`config.mk`:
```
export PLATFORM = sky130hd
export DESIGN_NAME = gpio_ctrl
export DESIGN_NICKNAME = d
export VERILOG_FILES = /design/src/rtl/gpio_pkg.sv /design/src/rtl/gpio_edge_detect.sv /design/src/rtl/gpio_ctrl.sv
export SDC_FILE = /design/constraint.sdc
export NUM_CORES = 1
export LEC_CHECK = 0
export CORE_ASPECT_RATIO = 1.25
export CORE_UTILIZATION = 39
export DETAILED_ROUTE_END_ITERATION = 8
export MAX_ROUTING_LAYER = met4
export PLACE_DENSITY = 0.75
export SYNTH_ARGS = -nofsm -noshare
export SYNTH_HDL_FRONTEND = slang
export SYNTH_HIERARCHICAL = 1
export SYNTH_SLANG_ARGS = --single-unit
```
`constraint.sdc`:
```
create_clock -name clk -period 1.15 [get_ports clk]
set_input_delay 0.2875 -clock clk [delete_from_list [all_inputs] [get_ports clk]]
set_output_delay 0.2875 -clock clk [all_outputs]
set_load 0.02 [all_outputs]
```
`src/rtl/gpio_pkg.sv`:
```
// Shared constants for the GPIO controller: register map, CNF bit positions
// and the bus handshake state encoding.
package gpio_pkg;

    localparam logic [1:0] ADDR_CNF  = 2'd0;
    localparam logic [1:0] ADDR_DIR  = 2'd1;
    localparam logic [1:0] ADDR_DOUT = 2'd2;
    localparam logic [1:0] ADDR_DIN  = 2'd3;

    localparam int CNF_IE   = 0;
    localparam int CNF_NEW  = 1;
    localparam int CNF_RISE = 2;

    typedef enum logic [1:0] {
        ST_IDLE   = 2'd0,
        ST_ACCESS = 2'd1,
        ST_RESP   = 2'd2
    } state_e;

endpackage

```
`src/rtl/gpio_edge_detect.sv`:
```
// Two-flop pad synchronizer plus a "previous" flop; produces the synchronized
// pin vector and a per-pin change vector (any edge or rising only).
module gpio_edge_detect #(
    parameter int PINS = 8
) (
    input  logic            clk,
    input  logic            rst,
    input  logic            rise,
    input  logic [PINS-1:0] pin_in,
    output logic [PINS-1:0] sync,
    output logic [PINS-1:0] edges
);

    logic [PINS-1:0] sync1_q, sync1_d;
    logic [PINS-1:0] sync2_q, sync2_d;
    logic [PINS-1:0] prev_q,  prev_d;

    always_comb begin
        sync1_d = pin_in;
        sync2_d = sync1_q;
        prev_d  = sync2_q;
    end

    always_ff @(posedge clk) begin
        if (rst) begin
            sync1_q <= '0;
            sync2_q <= '0;
            prev_q  <= '0;
        end else begin
            sync1_q <= sync1_d;
            sync2_q <= sync2_d;
            prev_q  <= prev_d;
        end
    end

    // prev is not masked after reset, so a pin already high reads as a rising edge.
    assign sync  = sync2_q;
    assign edges = rise ? (sync2_q & ~prev_q) : (sync2_q ^ prev_q);

endmodule

```
`src/rtl/gpio_ctrl.sv`:
```
// GPIO controller: four-register bus slave (CNF/DIR/DOUT/DIN) behind a
// four-phase req/ack handshake, with sticky change detection and level irq.
module gpio_ctrl
    import gpio_pkg::*;
#(
    parameter int SIZE = 32,
    parameter int PINS = 8
) (
    input  logic            clk,
    input  logic            rst,
    input  logic            req,
    input  logic            we,
    input  logic [1:0]      addr,
    input  logic [SIZE-1:0] wdata,
    output logic [SIZE-1:0] rdata,
    output logic            ack,
    input  logic [PINS-1:0] pin_in,
    output logic [PINS-1:0] pin_out,
    output logic [PINS-1:0] pin_oe,
    output logic            irq
);

    state_e          state_q, state_d;
    logic            ie_q, ie_d;
    logic            new_q, new_d;
    logic            rise_q, rise_d;
    logic            irq_q, irq_d;
    logic [PINS-1:0] dir_q, dir_d;
    logic [PINS-1:0] dout_q, dout_d;
    logic [SIZE-1:0] rdata_q, rdata_d;

    logic [PINS-1:0] pin_sync;
    logic [PINS-1:0] pin_edges;
    logic            wr_en, rd_en, new_clr;
    logic            wdata_unused;

    gpio_edge_detect #(.PINS(PINS)) u_edge (
        .clk    (clk),
        .rst    (rst),
        .rise   (rise_q),
        .pin_in (pin_in),
        .sync   (pin_sync),
        .edges  (pin_edges)
    );

    assign wr_en   = (state_q == ST_ACCESS) && we;
    assign rd_en   = (state_q == ST_ACCESS) && !we;
    assign new_clr = wr_en && (addr == ADDR_CNF) && wdata[CNF_NEW];

    always_comb begin
        state_d = state_q;
        ie_d    = ie_q;
        rise_d  = rise_q;
        dir_d   = dir_q;
        dout_d  = dout_q;
        rdata_d = rdata_q;

        unique case (state_q)
            ST_IDLE:   if (req) state_d = ST_ACCESS;
            ST_ACCESS: state_d = ST_RESP;
            ST_RESP:   if (!req) state_d = ST_IDLE;
            default:   state_d = ST_IDLE;
        endcase

        if (wr_en) begin
            unique case (addr)
                ADDR_CNF: begin
                    ie_d   = wdata[CNF_IE];
                    rise_d = wdata[CNF_RISE];
                end
                ADDR_DIR:  dir_d  = wdata[PINS-1:0];
                ADDR_DOUT: dout_d = wdata[PINS-1:0];
                default: ;
            endcase
        end

        // CNF reads see NEW as it stands during the ACCESS cycle.
        if (rd_en) begin
            rdata_d = '0;
            unique case (addr)
                ADDR_CNF: begin
                    rdata_d[CNF_IE]   = ie_q;
                    rdata_d[CNF_NEW]  = new_q;
                    rdata_d[CNF_RISE] = rise_q;
                end
                ADDR_DIR:  rdata_d[PINS-1:0] = dir_q;
                ADDR_DOUT: rdata_d[PINS-1:0] = dout_q;
                default:   rdata_d[PINS-1:0] = pin_sync;
            endcase
        end

        // A fresh edge beats a same-cycle write-1-to-clear.
        new_d = (|pin_edges) | (new_q & ~new_clr);
        irq_d = ie_q & new_q;
    end

    always_ff @(posedge clk) begin
        if (rst) begin
            state_q <= ST_IDLE;
            ie_q    <= 1'b0;
            new_q   <= 1'b0;
            rise_q  <= 1'b0;
            irq_q   <= 1'b0;
            dir_q   <= '0;
            dout_q  <= '0;
            rdata_q <= '0;
        end else begin
            state_q <= state_d;
            ie_q    <= ie_d;
            new_q   <= new_d;
            rise_q  <= rise_d;
            irq_q   <= irq_d;
            dir_q   <= dir_d;
            dout_q  <= dout_d;
            rdata_q <= rdata_d;
        end
    end

    assign wdata_unused = ^wdata;

    assign rdata   = rdata_q;
    assign ack     = (state_q == ST_RESP);
    assign pin_out = dout_q;
    assign pin_oe  = dir_q;
    assign irq     = irq_q;

endmodule

```
Word-level counts from Yosys, hierarchy flattened
Index checks and enable logic that the tools add are counted.
Widths: inputs -> output; s select.
{"block": "totals", "register_bits": 54, "input_bits": 46, "wordCells": 42}
{"block": "classes", "n_eq_ne": 6, "muxes": 6, "n_bitwise": 7, "n_reduce_logical": 12}
{"operator": "$pmux 5 s3", "n": 1}
{"operator": "$pmux 3 s3", "n": 1}
{"operator": "$and 8x8->8", "n": 1}
{"operator": "$mux 8", "n": 1}
{"operator": "$not 8->8", "n": 1}
{"operator": "$reduce_and 2->1", "n": 4}
{"operator": "$reduce_or 8->1", "n": 1}
{"operator": "$xor 8x8->8", "n": 1}
{"operator": "$pmux 2 s3", "n": 1}
{"operator": "$eq 2x1->1 const B", "n": 2}
{"operator": "$eq 2x2->1 const B", "n": 2}
{"operator": "$logic_and 1x1->1", "n": 4}
{"operator": "$logic_not 2->1", "n": 2}
{"operator": "$mux 2", "n": 2}
{"operator": "$ne 2x2->1 const B", "n": 2}
{"operator": "$and 1x1->1", "n": 2}
{"operator": "$logic_not 1->1", "n": 1}
{"operator": "$not 1->1", "n": 1}
{"operator": "$or 1x1->1", "n": 1}

Logic depth before layout (Yosys ltp)
Gate-level depths: netlist of run 1.
{"block": "depth", "word_depth": 7, "mapped_depth": 6, "depth_no_buf": 6}

By module
Netlist of run 1, hierarchy kept.
{"mod": "gpio_ctrl", "instances": 1, "cells_each": 170, "area_each_um2": 1612.8, "seq_area_each_um2": 600.6}
{"mod": "gpio_edge_detect", "instances": 1, "cells_each": 83, "area_each_um2": 862.1, "seq_area_each_um2": 480.5}

Least setup slack after synthesis of run 1
Ideal clock, no wire load.
{"block": "synth_timing", "kind": "reg2reg", "start": "register state_q[0]", "end": "register rdata_q[3], in the netlist rdata[3]", "setup_time_ns": 0.132, "arrival_time_ns": 1.096, "setup_slack_ns": -0.078, "path_stages_with_launch": 5, "period_less_slack_ns": 1.228, "path_cell_list": "dfxtp_1 or3b_1 buf_2 a221oi_2 nor3_1"}
{"block": "synth_via", "elab_chain_len": 2}
{"item": "from (decl)", "line_no": "gpio_ctrl.sv:23", "rtl": "state_e state_q, state_d;"}
{"item": "from (signal assigned)", "line_no": "gpio_ctrl.sv:108", "rtl": "state_q <= state_d;"}
{"item": "$eq 2x1->1", "line_no": "gpio_ctrl.sv:47", "rtl": "assign rd_en = (state_q == ST_ACCESS) && !we;"}
{"item": "$logic_and 1x1->1", "line_no": "gpio_ctrl.sv:47"}
{"item": "to (signal assigned)", "line_no": "gpio_ctrl.sv:115", "rtl": "rdata_q <= rdata_d;"}
{"item": "to (decl)", "line_no": "gpio_ctrl.sv:30", "rtl": "logic [SIZE-1:0] rdata_q, rdata_d;"}
No other way between the ends.
A chain may end at the register's enable or synchronous reset.

Worst setup path after layout of run 1
{"block": "layout_timing", "start": "register state_q[1]", "end": "register new_q"}
{"block": "layout_via", "elab_chain_len": 7}
{"item": "$eq 2x1->1", "line_no": "gpio_ctrl.sv:46", "rtl": "assign wr_en = (state_q == ST_ACCESS) && we;"}
{"item": "$logic_and 1x1->1", "line_no": "gpio_ctrl.sv:46"}
{"item": "$logic_and 1x1->1 (2 in a row)", "line_no": "gpio_ctrl.sv:48", "rtl": "assign new_clr = wr_en && (addr == ADDR_CNF) && wdata[CNF_NEW];"}
{"item": "$not 1->1", "line_no": "gpio_ctrl.sv:93", "rtl": "new_d = (|pin_edges) | (new_q & ~new_clr);"}
{"item": "$and 1x1->1", "line_no": "gpio_ctrl.sv:93"}
{"item": "$or 1x1->1", "line_no": "gpio_ctrl.sv:93"}
{"item": "to (signal assigned)", "line_no": "gpio_ctrl.sv:110", "rtl": "new_q <= new_d;"}
{"item": "to (decl)", "line_no": "gpio_ctrl.sv:25", "rtl": "logic new_q, new_d;"}
No other way between the ends.

==> results of run 1 <==
## cell families (layout without fill, tap and decap cells)
group	count (synthesis)	after routing	synth area share (%)
other	1	24	0.152
AO/OA/AOI/OAI	33	33	8.90
AND/OR/NAND/NOR	89	89	21.2
flip-flops	54	54	43.7
buffers and inverters	48	117	12.1
multiplexers	20	20	9.86
adder cells (fa/ha/maj)	8	8	4.04
## area by class of cell
type	count	area (um2)	share of cell area (%)
inverter	11	41.3	1.22
clock buffer	6	72.6	2.15
multi-input combinational	174	1210	35.9
tap	85	106	3.15
sequential	54	1090	32.3
timing repair buffer	98	815	24.1
clock inverter	2	37.5	1.11
## repair_timing
action,4_1_cts,5_1_grt
setup endpoints to repair,53,34
endpoints found under the hold margin,0,0
pin swaps,5,3
buffers inserted,4,2
gates resized for setup,120,15
cloned,1,0
## per-layer routing
layer | GRT usage, % | up-vias | wire length (um)
met5 | - | - | 0
met4 | 7.19 | 0 | 119
met3 | 3.88 | 11 | 225
met2 | 29.1 | 57 | 2820
met1 | 19.7 | 945 | 2200
li1 | - | 977 | -
## registers in the layout, summed over array words and instances (netlist names)
| name | flops |
|---|---|
| irq | 1 |
| u_edge/sync | 8 |
| u_edge/sync1_q | 8 |
| pin_oe | 8 |
| rise_q | 1 |
| pin_out | 8 |
| rdata | 8 |
| state_q | 2 |
| ie_q | 1 |
| u_edge/prev_q | 8 |
| new_q | 1 |
## through the flow
step                setup TNS, ps  instance area, um2  instances  total power [uW]  utilization, %
finish                      -3120                3380        430              3730            54.8
global route                -5240                3380        430              3900            54.8
CTS                         -3310                3310        428              3760            53.7
detailed placement         -15800                3240        415              2510            52.6
global placement           -14970                3240        415              2500            52.6
floorplan                    -171                2570        276              2350               -
## placed cells by master (no fill, tap or decap), drive strengths merged, types with 6 or more instances in the layout
cell type / instances
nand2b: 19
nor2b: 26
inv: 11
nand2: 13
clkbuf: 6
dfxtp: 54
conb: 24
ha: 8
o21ai: 14
nand3: 8
mux2i: 12
nor3: 6
nor2: 7
clkdlybuf4s50: 17
buf: 78
a21oi: 12
## worst max-delay path by stage
stage / from / endpoint / slack (ps) / depth (start not counted)
after floorplan: state_q[0]$_SDFFE_PP0P_ / rdata[3]$_SDFFE_PP0P_ / -20 / 4
after global placement: we / new_q$_SDFF_PP0_ / -580 / 5
after detailed placement: we / rdata[7]$_SDFFE_PP0P_ / -590 / 4
after CTS: state_q[1]$_SDFFE_PP0P_ / new_q$_SDFF_PP0_ / -200 / 5
after global routing: state_q[1]$_SDFFE_PP0P_ / ie_q$_SDFFE_PP0P_ / -290 / 5
final: state_q[1]$_SDFFE_PP0P_ / new_q$_SDFF_PP0_ / -210 / 5
## power by group
| part | internal, uW | switching [uW] |
|---|---|---|
| clock | 649 | 584 |
| combinational | 267 | 281 |
| sequential | 1920 | 28.3 |
## worst register-to-register path, delay by kind of cell, from the launching register on
| kind | cells | cell delay, ps |
|---|---|---|
| buf+inv | 2 | 340 |
| flops | 1 | 330 |
| compound gates | 2 | 360 |
| simple gates | 1 | 210 |
==> flow_summary_export.csv, run 1 <==
group,metric,value,unit
global_route,overflow,0,
worst_setup_path,crit_path_max_incr_delay,330,ps
worst_setup_path,cp_max_fo,10,
synth,synthTopCellsByCount,"54 x dfxtp_1, 26 x nor2b_1, 24 x buf_4",
placement,hpwlAfterDp,3880,um
synth,ys_types,31,
clock_tree,clockBufferDepth,2,
min_path,hp-start,"rst",
routing,drc,0,
worst_setup_path,cp-end-kind,"register",
placement,numPortBuffers,47,
worst_setup_path,worstPathArrival,1550,ps
synth,async_flop_share,0,%
synth,syn-cell-area,2470,um2
worst_setup_path,crit_family,"compound AO/OA/AOI/OAI gates",
flow_run,maxCapViolations,0,
die,rows,32,
power_and_ir_drop,ir_drop,0.000718,V
worst_setup_path,critPathBufInv,2,
clock_tree,htreeDepth,2,
clock_tree,path_clk_slew,100,ps
routing,vias,1990,
global_route,grt_use_total,17.4,%
timing,fin_skew,9.41,ps
placement,gp_congestion,0.864,
routing,vias_per_cell,4.63,
global_route,grt_first_pass_wirelength,8630,um
synth,postSynthCellCount,253,
power_and_ir_drop,p_per_area,1110,nW/um2
min_path,hold_end,"pin_oe[5]$_SDFFE_PP0P_",
synth,ys_seq_elements,54,
global_route,antenna_found_initial,0,
synth,ys_warn_count,6,
worst_setup_path,cp-start-kind,"register",
outcome,status,"finished, violations left",
clock_tree,cts_hold_buf,0,
outcome,violations,"negative setup slack",
min_path,hold_path_depth,3,
clock_tree,cts-root-buf,"clkbuf_8",
final_layout,fin_nets,398,
timing,hold_violations,0,
die,core,6170,um2
clock_tree,cts_made_buffers,5,
worst_setup_path,rr_worst_depth,5,
synth,synth_largest_area_cell,"dfxtp_1",
synth,avgSynthCellArea,9.78,um2
clock_tree,clock_latency,310,ps
timing,finalCriticalPeriod,1360,ps
worst_setup_path,path_class,"reg2reg",
final_layout,drive_above_1_share,33.6,%
synth,synth_area_leaders,"dfxtp_1 44%, buf_4 7.3%, nor2b_1 6.6%, mux2i_1 4.9%, nand2b_1 4.8%",
clock_tree,clkSinkCount,54,
timing,fin_crit_sh,119,%
die,initial_core_util,40.1,%
routing,routedWlPerCell,12.5,um
timing,setup_viol,27,
worst_setup_path,cp.required,1330,ps
timing,worst_hold_slack,379,ps
worst_setup_path,r2r-end,"new_q$_SDFF_PP0_",
routing,drtIter0Drc,114,
worst_setup_path,crit_path_top_delay_cell,"dfxtp_2",
final_layout,n_fill_cell,582,
clock_tree,cts_tree,"built",
min_path,hold_path.class,"in2reg",
synth,synth_top_area_share,43.7,%
timing,finalWorstSetupSlack,-215,ps
synth,yosysSeqAreaShare,43.7,%
global_route,grt_max_degree,41,
synth,yosysMostFrequentCell,"dfxtp_1",
routing,firstDrtPassIters,4,
power_and_ir_drop,power_leakage,0.00148,uW
die,io_pins,96,
worst_setup_path,cp_cell_sequence,"buf_6 > nand3b_1 > buf_4 > o41ai_2 > a31oi_1",
placement,dp_worst_setup_slack,-594,ps
die,die_w,73.3,um
routing,ant_nets,0,
routing,routed_wl,5360,um
timing,timing.fmax,733,MHz
timing,rsz0062_at_grt,"true",
global_route,grt_pass1_vias,1864,
die,die-area,6670,um2
worst_setup_path,r2r_start,"state_q[1]$_SDFFE_PP0P_",
final_layout,syn_to_final_growth,36.5,%
synth,synth-edff-count,0,
die,die_h,91.1,um
synth,synth_ff_type,"dfxtp_1",
worst_setup_path,r2r_setup_slack,-210,ps
timing,slew_violations,0,
final_layout,antenna_cells,0,
Note: power is estimated with default switching activity, not from simulation.
==> run 2: changes to the inputs <==
--- a/config.mk
+++ b/config.mk
@@ -6,10 +6,11 @@
 export NUM_CORES = 1
 export LEC_CHECK = 0
 export CORE_ASPECT_RATIO = 1.25
-export CORE_UTILIZATION = 39
+export CORE_MARGIN = 2
+export CORE_UTILIZATION = 44
 export DETAILED_ROUTE_END_ITERATION = 8
 export MAX_ROUTING_LAYER = met4
-export PLACE_DENSITY = 0.75
+export PLACE_DENSITY = 0.79
 export SYNTH_ARGS = -nofsm -noshare
 export SYNTH_HDL_FRONTEND = slang
 export SYNTH_HIERARCHICAL = 1
==> constraint.sdc (replaced) <==
create_clock -name clk -period 1.5 [get_ports clk]
set_input_delay 0.375 -clock clk [delete_from_list [all_inputs] [get_ports clk]]
set_output_delay 0.375 -clock clk [all_outputs]
set_load 0.02 [all_outputs]
==> run 2 against run 1 <==
  * The run now ends clean
  * Via count down 9.8%
  * Global-route usage down 0.61 points
  * First-iteration DRC count down 25%
  * Die area down 6.4%
  * Routed wire length down 11%
  * Sequential share of layout area up 1.3 points
  * Core utilization up 4.4 points
  * Worst setup slack better by 270 ps
  * Design area down 4.6%
  * Worst hold slack better by 65 ps
  * Count of clock-buffer cells in the layout unchanged
  * Critical path type unchanged
  * Largest cell class unchanged
==> flow_summary_export.csv, run 2 (synthesis results as in run 1) <==
group,metric,value,unit
power_and_ir_drop,power_leakage,0.00142,uW
clock_tree,cts_made_buffers,5,
outcome,status,"complete, no violations",
timing,timing.fmax,692,MHz
final_layout,antenna_cells,0,
final_layout,utilization,59.2,%
timing,slew_violations,0,
global_route,grt_pass1_vias,1771,
routing,firstDrtPassIters,4,
final_layout,syn_to_final_growth,30.2,%
flow_run,maxCapViolations,0,
clock_tree,cts-root-buf,"clkbuf_8",
final_layout,final_common_cell,"dfxtp_1",
routing,vias_per_cell,4.70,
routing,vias,1795,
global_route,antenna_found_initial,0,
final_layout,fin_nets,371,
worst_setup_path,worstPathArrival,1670,ps
die,die_w,71.1,um
routing,drtIter0Drc,86,
clock_tree,htreeDepth,2,
final_layout,drive_above_1_share,17.6,%
worst_setup_path,cp-start-kind,"register",
routing,ant_nets,0,
power_and_ir_drop,ir_drop,0.000591,V
clock_tree,cts_tree,"built",
clock_tree,clkSinkCount,54,
timing,rsz0062_at_grt,"true",
worst_setup_path,cp-end-kind,"register",
die,initial_core_util,45.5,%
global_route,grt_first_pass_wirelength,8020,um
global_route,overflow,0,
die,io_pins,96,
timing,finalCriticalPeriod,1440,ps
routing,routed_wl,4800,um
power_and_ir_drop,p_per_area,948,nW/um2
timing,finalSetupTns,0,ps
die,core,5440,um2
routing,routedWlPerCell,12.6,um
timing,fin_crit_sh,96.3,%
clock_tree,clock_latency,310,ps
placement,hpwlAfterDp,3380,um
placement,gp_congestion,0.860,
global_route,grt_max_degree,63,
global_route,grt_use_total,16.8,%
timing,fin_skew,12.9,ps
timing,setup_viol,0,
timing,hold_violations,0,
die,die-area,6240,um2
routing,drc,0,
min_path,hold_path.class,"reg2reg",
clock_tree,clockBufferDepth,2,
final_layout,layout_common_cells,"51 x dfxtp_1, 26 x dlygate4sd2_1, 25 x nor2b_1",
worst_setup_path,path_class,"reg2reg",
placement,numPortBuffers,47,
die,die_h,87.9,um
die,rows,30,
worst_setup_path,cp.required,1720,ps
clock_tree,path_clk_slew,100,ps
worst_setup_path,cp_max_fo,6,
[run 2: cell types whose count changed in the layout (fill, tap and decap cells not counted), sizes merged]
| cell | previous run | this run |
|---|---|---|
| clkinvlp | 1 | 0 |
| buf | 78 | 25 |
| dlygate4sd2 | 2 | 26 |
| clkdlybuf4s50 | 17 | 18 |
| dlymetal6s2s | 0 | 1 |
| bufinv | 1 | 2 |
[run 2: power by group]
| group | switching (uW) | total [uW] | internal [uW] | leakage [uW] |
|---|---|---|---|---|
| logic | 203 | 391 | 188 | 0.000902 |
| registers | 23.7 | 1500 | 1480 | 0.000442 |
| clock network | 452 | 1160 | 711 | 0.0000714 |
| total | 679 | 3050 | 2380 | 0.00142 |
[run 2: final cells by class]
cell class | instances | area (um2)
fillers | 474 | 2220
multi-input cells | 174 | 1200
clock buffers | 6 | 82.6
inverters | 11 | 41.3
clock inverters | 2 | 60.1
well taps | 64 | 80.1
flip-flops and latches | 54 | 1080
repair buffers | 71 | 677
[run 2: through the flow]
| step | hold slack, ps | area (um2) | total power [uW] | std cells | setup slack [ps] |
|---|---|---|---|---|---|
| 6_report | 444 | 3220 | 3050 | 382 | 55.7 |
| 5_1_grt | 452 | 3220 | 3180 | 382 | -30.7 |
| 4_1_cts | 442 | 3200 | 3070 | 381 | 2.28 |
| 3_5_place_dp | 421 | 3030 | 1910 | 369 | -343 |
| 3_3_place_gp | 418 | 3030 | 1900 | 369 | -321 |
| 2_1_floorplan | 414 | 2560 | 1800 | 276 | 271 |
[run 2: routing by layer]
layer	routed length, um	track usage (%)	share of wire (%)	up-vias
met4	61	6.35	1.3	0
met5	0	-	0	-
met2	2330	28.0	49	48
li1	-	-	-	927
met1	2170	19.7	45	811
met3	233	4.14	4.9	9
[run 2: timing repair]
action / in CTS / in global routing
endpoints found under the hold margin: 0 / 0
resized for setup: 30 / 10
pin swaps: 1 / 2
setup endpoints to repair: 33 / 19
cloned: 1 / 0
hold buffers: 0 / 0
setup buffers: 3 / 1
[run 2: worst max-delay path, cell delays in order, from the launching register on]
cell and delay (ps):
dfxtp_2 330, buf_6 120, nand3b_1 270, nor3b_4 290
buf_12 160, mux2i_1 190
[run 2: path summary, 6_finish.rpt]
kind / from / endpoint / slack (ps) / depth (start not counted)
max: state_q[1]$_SDFFE_PP0P_ / pin_out[3]$_SDFFE_PP0P_ / 60 / 5
min: u_edge/sync1_q[7]$_SDFF_PP0_ / u_edge/sync[7]$_SDFF_PP0_ / 440 / 1
max reg2reg: state_q[1]$_SDFFE_PP0P_ / pin_out[3]$_SDFFE_PP0P_ / 60 / 5
min reg2reg: u_edge/sync1_q[7]$_SDFF_PP0_ / u_edge/sync[7]$_SDFF_PP0_ / 440 / 1
==> run 3: changes to the inputs <==
--- a/config.mk
+++ b/config.mk
@@ -5,7 +5,7 @@
 export SDC_FILE = /design/constraint.sdc
 export NUM_CORES = 1
 export LEC_CHECK = 0
-export CORE_ASPECT_RATIO = 1.25
+export CORE_ASPECT_RATIO = 0.75
 export CORE_MARGIN = 2
 export CORE_UTILIZATION = 44
 export DETAILED_ROUTE_END_ITERATION = 8
==> run 3 against run 2 <==
  * Critical path type is now reg2out
  * Largest power group unchanged
  * Total power down 11%
  * Worst hold slack worse by 2.9 ps
  * First-iteration DRC count up 15%
  * Register-to-register slack better by 40 ps
  * Worst setup slack better by 28 ps
  * Critical endpoint is now pin_oe[7]
==> flow_summary_export.csv, run 3 (synthesis results as in run 1) <==
group,metric,value,unit
outcome,status,"complete, no violations",
routing,routedWlPerCell,12.6,um
clock_tree,cts_tree,"built",
worst_setup_path,worstPathArrival,1040,ps
worst_setup_path,crit_path_max_incr_delay,390,ps
timing,setup_viol,0,
worst_setup_path,critPathBufInv,1,
final_layout,multi_input_area,1190,um2
clock_tree,clock_latency,300,ps
final_layout,utilization,58.2,%
die,io_pins,96,
worst_setup_path,rr_worst_depth,5,
final_layout,fin_nets,366,
timing,finalSetupTns,0,ps
routing,firstDrtPassIters,4,
worst_setup_path,cp_cell_sequence,"dlygate4sd2_1",
worst_setup_path,cp.required,1120,ps
min_path,hold_end,"u_edge/sync[0]$_SDFF_PP0_",
clock_tree,clockBufferDepth,2,
global_route,grt_pass1_vias,1636,
worst_setup_path,cp-end-kind,"primary output",
final_layout,antenna_cells,0,
timing,fin_crit_sh,94.4,%
final_layout,syn_to_final_growth,26.6,%
routing,drtIter0Drc,99,
placement,numPortBuffers,47,
global_route,met1_usage,20.8,%
timing,slew_violations,0,
worst_setup_path,cp-start-kind,"register",
timing,rsz0062_at_grt,"false",
placement,hpwlAfterDp,3570,um
global_route,met2_usage,26.2,%
routing,vias,1841,
routing,drc,0,
flow_run,maxCapViolations,0,
timing,fin_skew,4.58,ps
routing,vias_per_cell,4.74,
clock_tree,cts-root-buf,"clkbuf_8",
global_route,use_met3,4.46,%
routing,routed_wl,4880,um
worst_setup_path,cp_max_fo,3,
die,initial_core_util,46.0,%
timing,finalCriticalPeriod,1420,ps
final_layout,drive_above_1_share,16.0,%
final_layout,n_fill_cell,475,
die,die_w,90.6,um
worst_setup_path,path_depth,1,
final_layout,layout_common_cells,"52 x dfxtp_1, 26 x dlygate4sd2_1, 25 x nor2b_1",
power_and_ir_drop,p_per_area,864,nW/um2
final_layout,regArea,1080,um2
placement,gp_congestion,0.775,
worst_setup_path,path_class,"reg2out",
worst_setup_path,crit_path_top_delay_cell,"dfxtp_1",
clock_tree,cts_made_buffers,5,
power_and_ir_drop,ir_drop,0.000831,V
worst_setup_path,r2r-end,"pin_out[1]$_SDFFE_PP0P_",
worst_setup_path,r2r_setup_slack,100,ps
global_route,grt_first_pass_wirelength,7780,um
placement,place_area,3010,um2
placement,dp_worst_setup_slack,-353,ps
min_path,hold_path_depth,1,
min_path,hp-start,"u_edge/sync1_q[0]$_SDFF_PP0_",
routing,ant_nets,0,
final_layout,fin_area,3130,um2
global_route,grt_use_total,16.3,%
worst_setup_path,r2r_start,"state_q[0]$_SDFFE_PP0P_",
clock_tree,clkSinkCount,54,
die,die-area,6250,um2
die,core,5380,um2
min_path,hold_path.class,"reg2reg",
global_route,overflow,0,
clock_tree,htreeDepth,2,
global_route,grt_max_degree,63,
timing,timing.fmax,706,MHz
global_route,antenna_found_initial,0,
timing,finalWorstSetupSlack,84.0,ps
die,die_h,69.0,um
clock_tree,path_clk_slew,90,ps
final_layout,final_common_cell,"dfxtp_1",
clock_tree,cts_hold_buf,0,
power_and_ir_drop,finalPower,2710,uW
timing,hold_violations,0,
power_and_ir_drop,power_leakage,0.00137,uW
global_route,busiest_layer,"met2",
die,rows,23,
worst_setup_path,crit_family,"flip-flops",
[run 3: how the worst max path moves through the flow]
stage	slack (ps)	to	start
after floorplan	270	rdata[3]$_SDFFE_PP0P_	we
after global placement	-330	rdata[6]$_SDFFE_PP0P_	addr[0]
after detailed placement	-350	rdata[2]$_SDFFE_PP0P_	addr[0]
after CTS	8	ack	state_q[1]$_SDFFE_PP0P_
after global routing	6	pin_out[1]$_SDFFE_PP0P_	state_q[0]$_SDFFE_PP0P_
final	80	pin_oe[7]	pin_oe[7]$_SDFFE_PP0P_
[run 3: per-stage QoR]
| stage | hold slack [ps] | instances |
|---|---|---|
| floorplan | 414 | 276 |
| global placement | 422 | 378 |
| detailed placement | 420 | 378 |
| CTS | 443 | 388 |
| global route | 463 | 388 |
| finish | 441 | 388 |
[run 3: final cells by class]
cell class / instances / area share, %
Multi-Input combinational cell: 174 / 38.1
Clock inverter: 1 / 0.160
Clock buffer: 7 / 2.75
Inverter: 11 / 1.32
Tap cell: 75 / 2.99
Timing Repair Buffer: 66 / 20.1
Sequential cell: 54 / 34.6
[run 3: power breakdown]
part	switching [uW]	internal (uW)	leakage [uW]
combinational	201	177	0.000877
clock	453	374	0.0000482
sequential	25.7	1480	0.000441
total	679	2030	0.00137
[run 3: metal layers]
metal / part of all wire, % / vias up
li1: - / 924
met1: 47 / 854
met2: 46 / 59
met3: 6.0 / 4
met4: 0.51 / 0
met5: 0 / -
[run 3: repair_timing]
action                     4_1_cts  5_1_grt
resized for setup               29       10
setup endpoints to repair       33       22
pin swaps                        0        2
buffers inserted                 1        1
gates cloned                     1        0
